--- config.mk ---
export PLATFORM = sky130hd
export DESIGN_NAME = seg_scan_driver
export DESIGN_NICKNAME = d
export VERILOG_FILES = /design/src/rtl/seg_scan_driver.sv
export SDC_FILE = /design/constraint.sdc
export NUM_CORES = 1
export LEC_CHECK = 0
export ABC_AREA = 1
export CAP_MARGIN = 20
export CORE_MARGIN = 3
export CORE_UTILIZATION = 40
export DETAILED_ROUTE_END_ITERATION = 6
export GPL_TIMING_DRIVEN = 0
export SLEW_MARGIN = 15
export SYNTH_ARGS = -nofsm -noshare
export SYNTH_HDL_FRONTEND = slang
export SYNTH_SLANG_ARGS = --single-unit
--- constraint.sdc ---
create_clock -name clk -period 4.65 [get_ports clk]
set_input_delay 0.93 -clock clk [delete_from_list [all_inputs] [get_ports clk]]
set_output_delay 0.93 -clock clk [all_outputs]
set_load 0.005 [all_outputs]
--- src/rtl/seg_scan_driver.sv ---
// Time-multiplexed 8-digit common-anode 7-segment scanner with per-frame snapshot and dead-time.
// Optional build macro SEG_ZERO_BLANK_EN enables leading-zero blanking of digits 1..7.
//
// state | meaning
// ------+-------------------------------------------------------------
// IDLE  | display disabled, all digits and segments dark
// SHOW  | digit idx selected, segments decoded from the frame snapshot
// GAP   | all-off dead-time between two digits

module seg_scan_driver #(
    parameter int time_max = 100_000 - 1,
    parameter int GAP_LEN  = 16
) (
    input  logic        clk,
    input  logic        rst,
    input  logic        en,
    input  logic [31:0] display,
    input  logic [7:0]  dp,
    output logic [7:0]  led_en,
    output logic [7:0]  led_cx
);

    localparam int DW = (time_max > 0) ? $clog2(time_max + 1) : 1;
    localparam int GW = (GAP_LEN > 1) ? $clog2(GAP_LEN + 1) : 1;
    localparam logic [DW-1:0] DWELL_LAST = DW'(time_max);
    localparam logic [GW-1:0] GAP_LAST   = GW'((GAP_LEN > 0) ? GAP_LEN - 1 : 0);

    typedef enum logic [1:0] {
        IDLE = 2'd0,
        SHOW = 2'd1,
        GAP  = 2'd2
    } state_t;

    state_t        state, state_nx;
    logic [2:0]    idx, idx_nx;
    logic [DW-1:0] dwell_cnt, dwell_nx;
    logic [GW-1:0] gap_cnt, gap_nx;
    logic [31:0]   snap_disp, snap_disp_nx;
    logic [7:0]    snap_dp, snap_dp_nx;
    logic [7:0]    led_en_nx, led_cx_nx;
    logic [3:0]    nibble;

    function automatic logic [7:0] font(input logic [3:0] n);
        logic [7:0] seg;
        case (n)
            4'h0:    seg = 8'h03;
            4'h1:    seg = 8'h9F;
            4'h2:    seg = 8'h25;
            4'h3:    seg = 8'h0D;
            4'h4:    seg = 8'h99;
            4'h5:    seg = 8'h49;
            4'h6:    seg = 8'h41;
            4'h7:    seg = 8'h1F;
            4'h8:    seg = 8'h01;
            4'h9:    seg = 8'h09;
            4'hA:    seg = 8'h11;
            4'hB:    seg = 8'hC1;
            4'hC:    seg = 8'h63;
            4'hD:    seg = 8'h85;
            4'hE:    seg = 8'h61;
            default: seg = 8'h71;
        endcase
        return seg;
    endfunction

`ifdef SEG_ZERO_BLANK_EN
    // Digit i is a leading zero when it and every more-significant nibble are zero.
    function automatic logic is_blank(input logic [31:0] d, input logic [2:0] i);
        logic [31:0] upper;
        upper = d >> {i, 2'b00};
        return (i != 3'd0) && (upper == 32'd0);
    endfunction
`endif

    always_ff @(posedge clk) begin
        if (rst) begin
            state     <= IDLE;
            idx       <= 3'd0;
            dwell_cnt <= '0;
            gap_cnt   <= '0;
            snap_disp <= 32'd0;
            snap_dp   <= 8'd0;
            led_en    <= 8'hFF;
            led_cx    <= 8'hFF;
        end else begin
            state     <= state_nx;
            idx       <= idx_nx;
            dwell_cnt <= dwell_nx;
            gap_cnt   <= gap_nx;
            snap_disp <= snap_disp_nx;
            snap_dp   <= snap_dp_nx;
            led_en    <= led_en_nx;
            led_cx    <= led_cx_nx;
        end
    end

    always_comb begin
        state_nx     = state;
        idx_nx       = idx;
        dwell_nx     = dwell_cnt;
        gap_nx       = gap_cnt;
        snap_disp_nx = snap_disp;
        snap_dp_nx   = snap_dp;

        if (!en) begin
            state_nx = IDLE;
            idx_nx   = 3'd0;
            dwell_nx = '0;
            gap_nx   = '0;
        end else begin
            case (state)
                IDLE: begin
                    state_nx     = SHOW;
                    idx_nx       = 3'd0;
                    dwell_nx     = '0;
                    gap_nx       = '0;
                    snap_disp_nx = display;
                    snap_dp_nx   = dp;
                end
                SHOW: begin
                    if (dwell_cnt == DWELL_LAST) begin
                        dwell_nx = '0;
                        if (GAP_LEN > 0) begin
                            state_nx = GAP;
                            gap_nx   = '0;
                        end else begin
                            idx_nx = idx + 3'd1;
                            if (idx == 3'd7) begin
                                snap_disp_nx = display;
                                snap_dp_nx   = dp;
                            end
                        end
                    end else begin
                        dwell_nx = dwell_cnt + DW'(1);
                    end
                end
                GAP: begin
                    if (gap_cnt == GAP_LAST) begin
                        state_nx = SHOW;
                        gap_nx   = '0;
                        idx_nx   = idx + 3'd1;
                        // Wrapping back to digit 0 starts a new frame.
                        if (idx == 3'd7) begin
                            snap_disp_nx = display;
                            snap_dp_nx   = dp;
                        end
                    end else begin
                        gap_nx = gap_cnt + GW'(1);
                    end
                end
                default: begin
                    state_nx = IDLE;
                    idx_nx   = 3'd0;
                    dwell_nx = '0;
                    gap_nx   = '0;
                end
            endcase
        end
    end

    // Outputs are decoded from next-state values so the pins are registered without extra latency.
    assign nibble = snap_disp_nx[{idx_nx, 2'b00} +: 4];

    always_comb begin
        led_en_nx = 8'hFF;
        led_cx_nx = 8'hFF;
        if (state_nx == SHOW) begin
            led_en_nx = ~(8'b1 << idx_nx);
            led_cx_nx = font(nibble);
            if (snap_dp_nx[idx_nx])
                led_cx_nx[0] = 1'b0;
`ifdef SEG_ZERO_BLANK_EN
            if (is_blank(snap_disp_nx, idx_nx))
                led_cx_nx = 8'hFF;
`endif
        end
    end

endmodule

==> results.md, run 1 <==
* DR vias/cell at roughly 5
* Crit end category: register
* Core Area at about 0.011 mm^2
* Detail Route Antenna Nets at 0
* Simple-Gate Fraction of Synth Area at 41.7%
* Antenna diodes at 0
* Critical Path Max Stage Delay at between 0.6 and 0.7 ns
* GR Util All Layers at slightly below 20%
* Worst-skew pair later-pin latency at approximately 0.34 ns
* Top_reg_cell synth: dfxtp_1
* Die Ht at about 110 um
* Seq cells post-synth at 83
* Syn_nets at a little over 700
* Initial core utilization at a little over 40%
* Fillcell total at approximately 1,100
* Post-synth top cells: nand2_1, nor2_1, dfxtp_1
* Outcome: completed
* Slew Viols, Final at 0
* Layout area overhead at 22.7%
* Min Tclk post-route at 3.42 ns
* Routing usage on met2 at 33.7%
* CTS Buf Count at 9
* Post-synthesis xor/xnor area fraction at ~1.3%
* H-tree depth at 3
* First-pass GRT wire length at between 15 and 20 mm
* Crit-path max FO at 10
* Multi-input logic area at 0.00256 mm^2
* Setup tns final at 0 ns
* Sequential share of the synthesized area at a little over a third
* CP required at just under 5 ns
* Multiplexer share of the synthesized area at 0%
* Resize count post-CTS at 0
* PortBufs at 57
* Slew @ Worst Pin at 0.618 ns
* Synth cell types at 42
* Main combinational cell family by area after synthesis: simple AND/OR/NAND/NOR gates
* Fraction of registers with async set/reset at 0%
* Setup crit start kind: input pin
* Clock Pin Slew Worst Setup and Hold Paths at 0.07 ns
* Synth Instances at around 660
* # nets final at a little under 800
* MaxCap Viol Count at 0
* Layout Cells excl Fill at 876
* Total iterations of the first detailed-routing run at 5
* Critical path's slowest cell: clkdlybuf4s50_1
* Ys Warns at 0
* Vias in the first global route at between 4,000 and 5,000
* Fmax at slightly below 0.3 GHz
* Routability congestion estimate at roughly 0.83
* RSZ-0062 raised after global routing: no
* Cell mode on critical path: nand2_1
* Initial DRC Count at 220
* EDFF count, synth at 0
* DRC viols at 0
* Clk root buf: clkbuf_16
* Global route overflow at 0
* Synth area leader: dfxtp_1
* CTS tree: built
* Max-slew headroom at between 50% and 60%
* Initial antenna violation count at 0
* Setup violators final at 0
* Worst slack, placed at about 0.91 ns
* Row count at 38
* Worst vdd ir at ~240 uV
* Largest net degree at the start of global routing at 14
* Final setup margin at between 1 and 1.5 ns
* Netlist Area Pre-Place at between 0.004 and 0.005 mm^2
* M3 GR Usage at under 10%
* Most common cell in the netlist: nand2_1
* Storage cell area at approximately 0.0017 mm^2
* Die area at 0.0128 mm^2
* Final hold vios at 0
* Largest cells by area after synthesis: dfxtp_1, nand2_1, nor2_1, nand3_1, inv_1
* HPWL Detailed at between 8 and 9 mm
* Clock sink count at between 80 and 90
* Post-synthesis compound-gate area fraction at under 10%
* Clk_skew at approximately 0.012 ns
* Avg WL per Cell at about 14 um
* Cell Chain, Critical Path: clkdlybuf4s50_1 -> buf_2 -> buf_1 -> or2_2 -> nand3_1 -> nand2_1 -> nand2_1 -> nand3_1 -> nand2_1 -> ha_1 -> nand3_1 -> nor2_1 -> nor2_1 -> nand2_1
* Synth Area in Adders at 4.09%
* Arrival time worst endpoint at about 3.7 ns
* Worst Hold Class: reg -> reg
* GR peak layer: met2
* Final WL at 12.1 mm
* Die W at 113 um
* Via Count at between 4,000 and 5,000
* Leakage at around 2.4 nW
* Setup CP Type: in -> reg
* Average cell area after synthesis at slightly below 7 um^2
* Postcts setup bufs at 0
* Share of layout cells above drive strength 1 at 12.4%
* Fin crit share at 73.6%
* P per Cell Area at a little over 300 mW/mm^2
* Clock tree buffer depth at 2
* Hold-fix buffers, CTS at 0
* Placed Cells at 860
* Share of the synthesized area in the top cell type at a little over a third
* Number of I/O pins at between 50 and 60
* Met1 usage at between 20% and 30%
* R2r setup slk at 1.60 ns
==> layout make-up <==
| cell class | instances | area share [%] |
|---|---|---|
| clock inverter | 4 | 0.889 |
| inverter | 62 | 4.18 |
| tap | 140 | 3.11 |
| clock buffer | 12 | 4.38 |
| sequential | 83 | 29.5 |
| timing repair buffer | 57 | 10.1 |
| buffer | 21 | 2.36 |
| multi-input combinational | 497 | 45.4 |
==> critical path, delay by kind of cell <==
family / cells / cell delay (ns)
buf+inv: 3 / 1.37
simple gates: 10 / 1.00
fa+ha+maj: 1 / 0.35
==> power by group <==
part           switching (W)  leakage [nW]  internal [W]
clock network       0.000290         0.139      0.000430
registers         0.00000992         0.677      0.000737
logic               0.000134          1.63      0.000103
==> worst paths after layout <==
kind / startpoint / to / cells past startpoint
max: en / led_cx[6] / 14
min reg2reg: snap_dp[2] / snap_dp[2] / 2
max reg2reg: state[0] / led_cx[6] / 18
min: snap_dp[2] / snap_dp[2] / 2
==> flip-flops by register name, indices dropped and copies added (netlist names) <==
name	count
idx	3
snap_dp	8
snap_disp	32
gap_cnt	5
led_cx	8
dwell_cnt	17
state	2
led_en	8
==> per-layer routing <==
| layer | share of wire (%) | vias up |
|---|---|---|
| li1 | - | 2256 |
| met3 | 4.9 | 11 |
| met4 | 1.6 | 0 |
| met5 | 0 | - |
| met1 | 45 | 2001 |
| met2 | 49 | 100 |
==> kinds of logic after synthesis <==
logic type | count (synthesis)
AOI/OAI and AO/OA | 62
xor gates and xnor gates | 7
adders and majority gates | 15
buffers and inverters | 83
DFF | 83
and+or+nand+nor | 413
==> stage by stage <==
stage	total power [W]	utilization (%)	hold slack, ns	instance area, um^2
global route	0.00178	51.0	0.493	5630
CTS	0.00172	51.0	0.475	5630
floorplan	0.000907	-	0.451	4590
detailed placement	0.000998	48.3	0.462	5330
finish	0.00170	51.0	0.475	5630
global placement	0.000994	48.3	0.458	5330
==> layout by cell type, fill, tap and decap left out, types with 3 or more instances in the layout <==
| master | netlist | routed |
|---|---|---|
| a211oi_1 | 3 | 3 |
| a21oi_1 | 23 | 23 |
| buf_2 | 4 | 4 |
| buf_4 | 3 | 3 |
| buf_6 | 5 | 5 |
| clkbuf_1 | 8 | 10 |
| clkbuf_16 | 0 | 9 |
| clkdlybuf4s50_1 | 0 | 57 |
| dfxtp_1 | 83 | 83 |
| ha_1 | 15 | 15 |
| inv_1 | 51 | 51 |
| inv_2 | 9 | 9 |
| nand2_1 | 191 | 191 |
| nand2_2 | 17 | 17 |
| nand2_4 | 3 | 3 |
| nand3_1 | 59 | 59 |
| nand3_2 | 3 | 3 |
| nand3_4 | 5 | 5 |
| nand3b_1 | 3 | 3 |
| nand4_1 | 7 | 7 |
| nor2_1 | 89 | 89 |
| nor2_2 | 3 | 3 |
| nor3_1 | 9 | 9 |
| o21a_1 | 9 | 9 |
| o21ai_0 | 15 | 15 |
| o22ai_1 | 3 | 3 |
| or2_2 | 17 | 17 |
| xor2_1 | 5 | 5 |
No activity file was read; power rests on OpenSTA's default activity.
==> run 2, diff against run 1 <==
==> constraint.sdc (replaced) <==
create_clock -name clk -period 2.9 [get_ports clk]
set_input_delay 0.58 -clock clk [delete_from_list [all_inputs] [get_ports clk]]
set_output_delay 0.58 -clock clk [all_outputs]
set_load 0.005 [all_outputs]
==> results.md, run 2 (synthesized netlist as in run 1, its figures left out) <==
* Detail Route Antenna Nets at 0
* Setup crit start kind: register
* Storage cell area at 0.00166 mm^2
* Final WL at around 12 mm
* CP required at roughly 3.1 ns
* Most frequent cells in the layout: nand2_1, nor2_1, dfxtp_1
* CTS tree: built
* Top flop regs: snap_disp: 32 flops, dwell_cnt: 17 flops
* Largest net degree at the start of global routing at 20
* Initial antenna violation count at 0
* Global route overflow at 0
* DRC viols at 0
* Die W at 113 um
* P per Cell Area at around 480 mW/mm^2
* Antenna diodes at 0
* Multi-input logic area at 0.00259 mm^2
* Avg WL per Cell at 13.9 um
* Worst-skew pair later-pin latency at approximately 0.35 ns
* Number of I/O pins at roughly 60
* Share of layout cells above drive strength 1 at between 10% and 20%
* Slew @ Worst Pin at around 0.63 ns
* Leakage at about 2.5 nW
* Final Cell Area at around 0.0057 mm^2
* Routability congestion estimate at roughly 0.83
* Fin crit share at 94.2%
* Placed Area at around 0.0053 mm^2
* Clock tree buffer depth at 2
* Final hold vios at 0
* Placed Cells at 860
* Vias in the first global route at between 4,000 and 5,000
* Worst slack, placed at -0.488 ns
* Die Ht at about 110 um
* GR Util All Layers at between 15 and 20%
* DR vias/cell at 4.97
* Arrival time worst endpoint at around 3 ns
* Layout Cells excl Fill at a little under 900
* Clk_skew at 0.0101 ns
* Clock sink count at 83
* Core Area at 0.0110 mm^2
* Largest Register: snap_disp
* H-tree depth at 3
* CTS Buf Count at 9
* Min Tclk post-route at approximately 2.7 ns
* Initial core utilization at about two fifths
* First-pass GRT wire length at about 20 mm
* Die area at roughly 0.013 mm^2
* # nets final at just under 800
* Outcome: completed
* HPWL Detailed at slightly below 9 mm
* Fmax at 0.366 GHz
* Layout area overhead at 24.7%
* Row count at 38
* R2r setup slk at approximately 0.17 ns
* Setup violators final at 0
* Setup CP Type: reg -> reg
* Clk root buf: clkbuf_16
* Hold slack final at 0.470 ns
* Worst vdd ir at about 380 uV
* Largest register FFs at 32
* Slew Viols, Final at 0
* Fillcell total at around 1,100
* Initial DRC Count at around 220
* Total iterations of the first detailed-routing run at 5
* Max-slew headroom at 58.0%
* Setup tns final at 0 ns
* Worst Hold Class: reg -> reg
* Crit end category: register
* MaxCap Viol Count at 0
* Clock Pin Slew Worst Setup and Hold Paths at about 0.060 ns
* PortBufs at between 50 and 60
* Crit-path max FO at 10
* Leading cell type in the layout, fill and taps excluded: nand2_1
* Via Count at 4,372
* Final setup margin at between 0.15 and 0.2 ns
[run 2: changes by cell type in the layout (fill, tap and decap cells not counted), sizes merged]
cell,delta
buf,+4
clkdlybuf4s50,-1
clkinv,-1
dlygate4sd2,+1
inv,+1
[run 2: area by class of cell]
class	instances	share of cell area [%]
repair buffers	63	10.7
plain buffers	19	2.45
well taps	140	3.06
flip-flops and latches	83	29.1
inverters	62	4.24
clock inverters	4	0.875
multi-input cells	497	45.3
clock buffers	12	4.31
[run 2: final timing paths]
path	from	end	cells past startpoint
worst max register to register	state[0]	led_cx[7]	19
worst max-delay path	state[0]	led_cx[7]	19
worst min register to register	snap_dp[2]	snap_dp[2]	2
worst min-delay path	snap_dp[2]	snap_dp[2]	2
[run 2: power breakdown]
part	internal, W	switching [W]
sequential	0.00118	0.0000158
clock	0.000690	0.000468
combinational	0.000174	0.000220
total	0.00205	0.000704
[run 2: metrics by stage]
stage               util, %  total power (W)
finish                 51.9          0.00275
global route           51.9          0.00287
CTS                    51.1          0.00276
detailed placement     48.3          0.00160
global placement       48.3          0.00159
floorplan                 -          0.00146
[run 2: critical path, cell delays in order, from the launching register on]
cell and delay [ns]:
dfxtp_1 0.33, inv_1 0.11, ha_1 0.15, buf_4 0.17, buf_6 0.17, nand4_1 0.17, nand2_4 0.15, buf_4 0.15
nor2_8 0.04, inv_2 0.09, nor2_1 0.05, nor2_1 0.14, nand2_1 0.09, nand2_1 0.08, nand2_1 0.14, ha_1 0.29
nand3_1 0.10, nor2_1 0.05, nor2_2 0.10, nand2_1 0.06
[run 2: repair_timing]
action / in CTS / in global routing
buffers inserted: 1 / 5
pin swaps: 1 / 6
endpoints found under the setup margin: 7 / 7
gates resized for setup: 3 / 18
hold buffers: 0 / 0
[run 2: layer usage]
metal,GRT usage (%),part of all wire [%]
met5,0,0
met4,5.85,1.6
met1,24.1,44
met2,34.0,49
met3,4.44,4.5
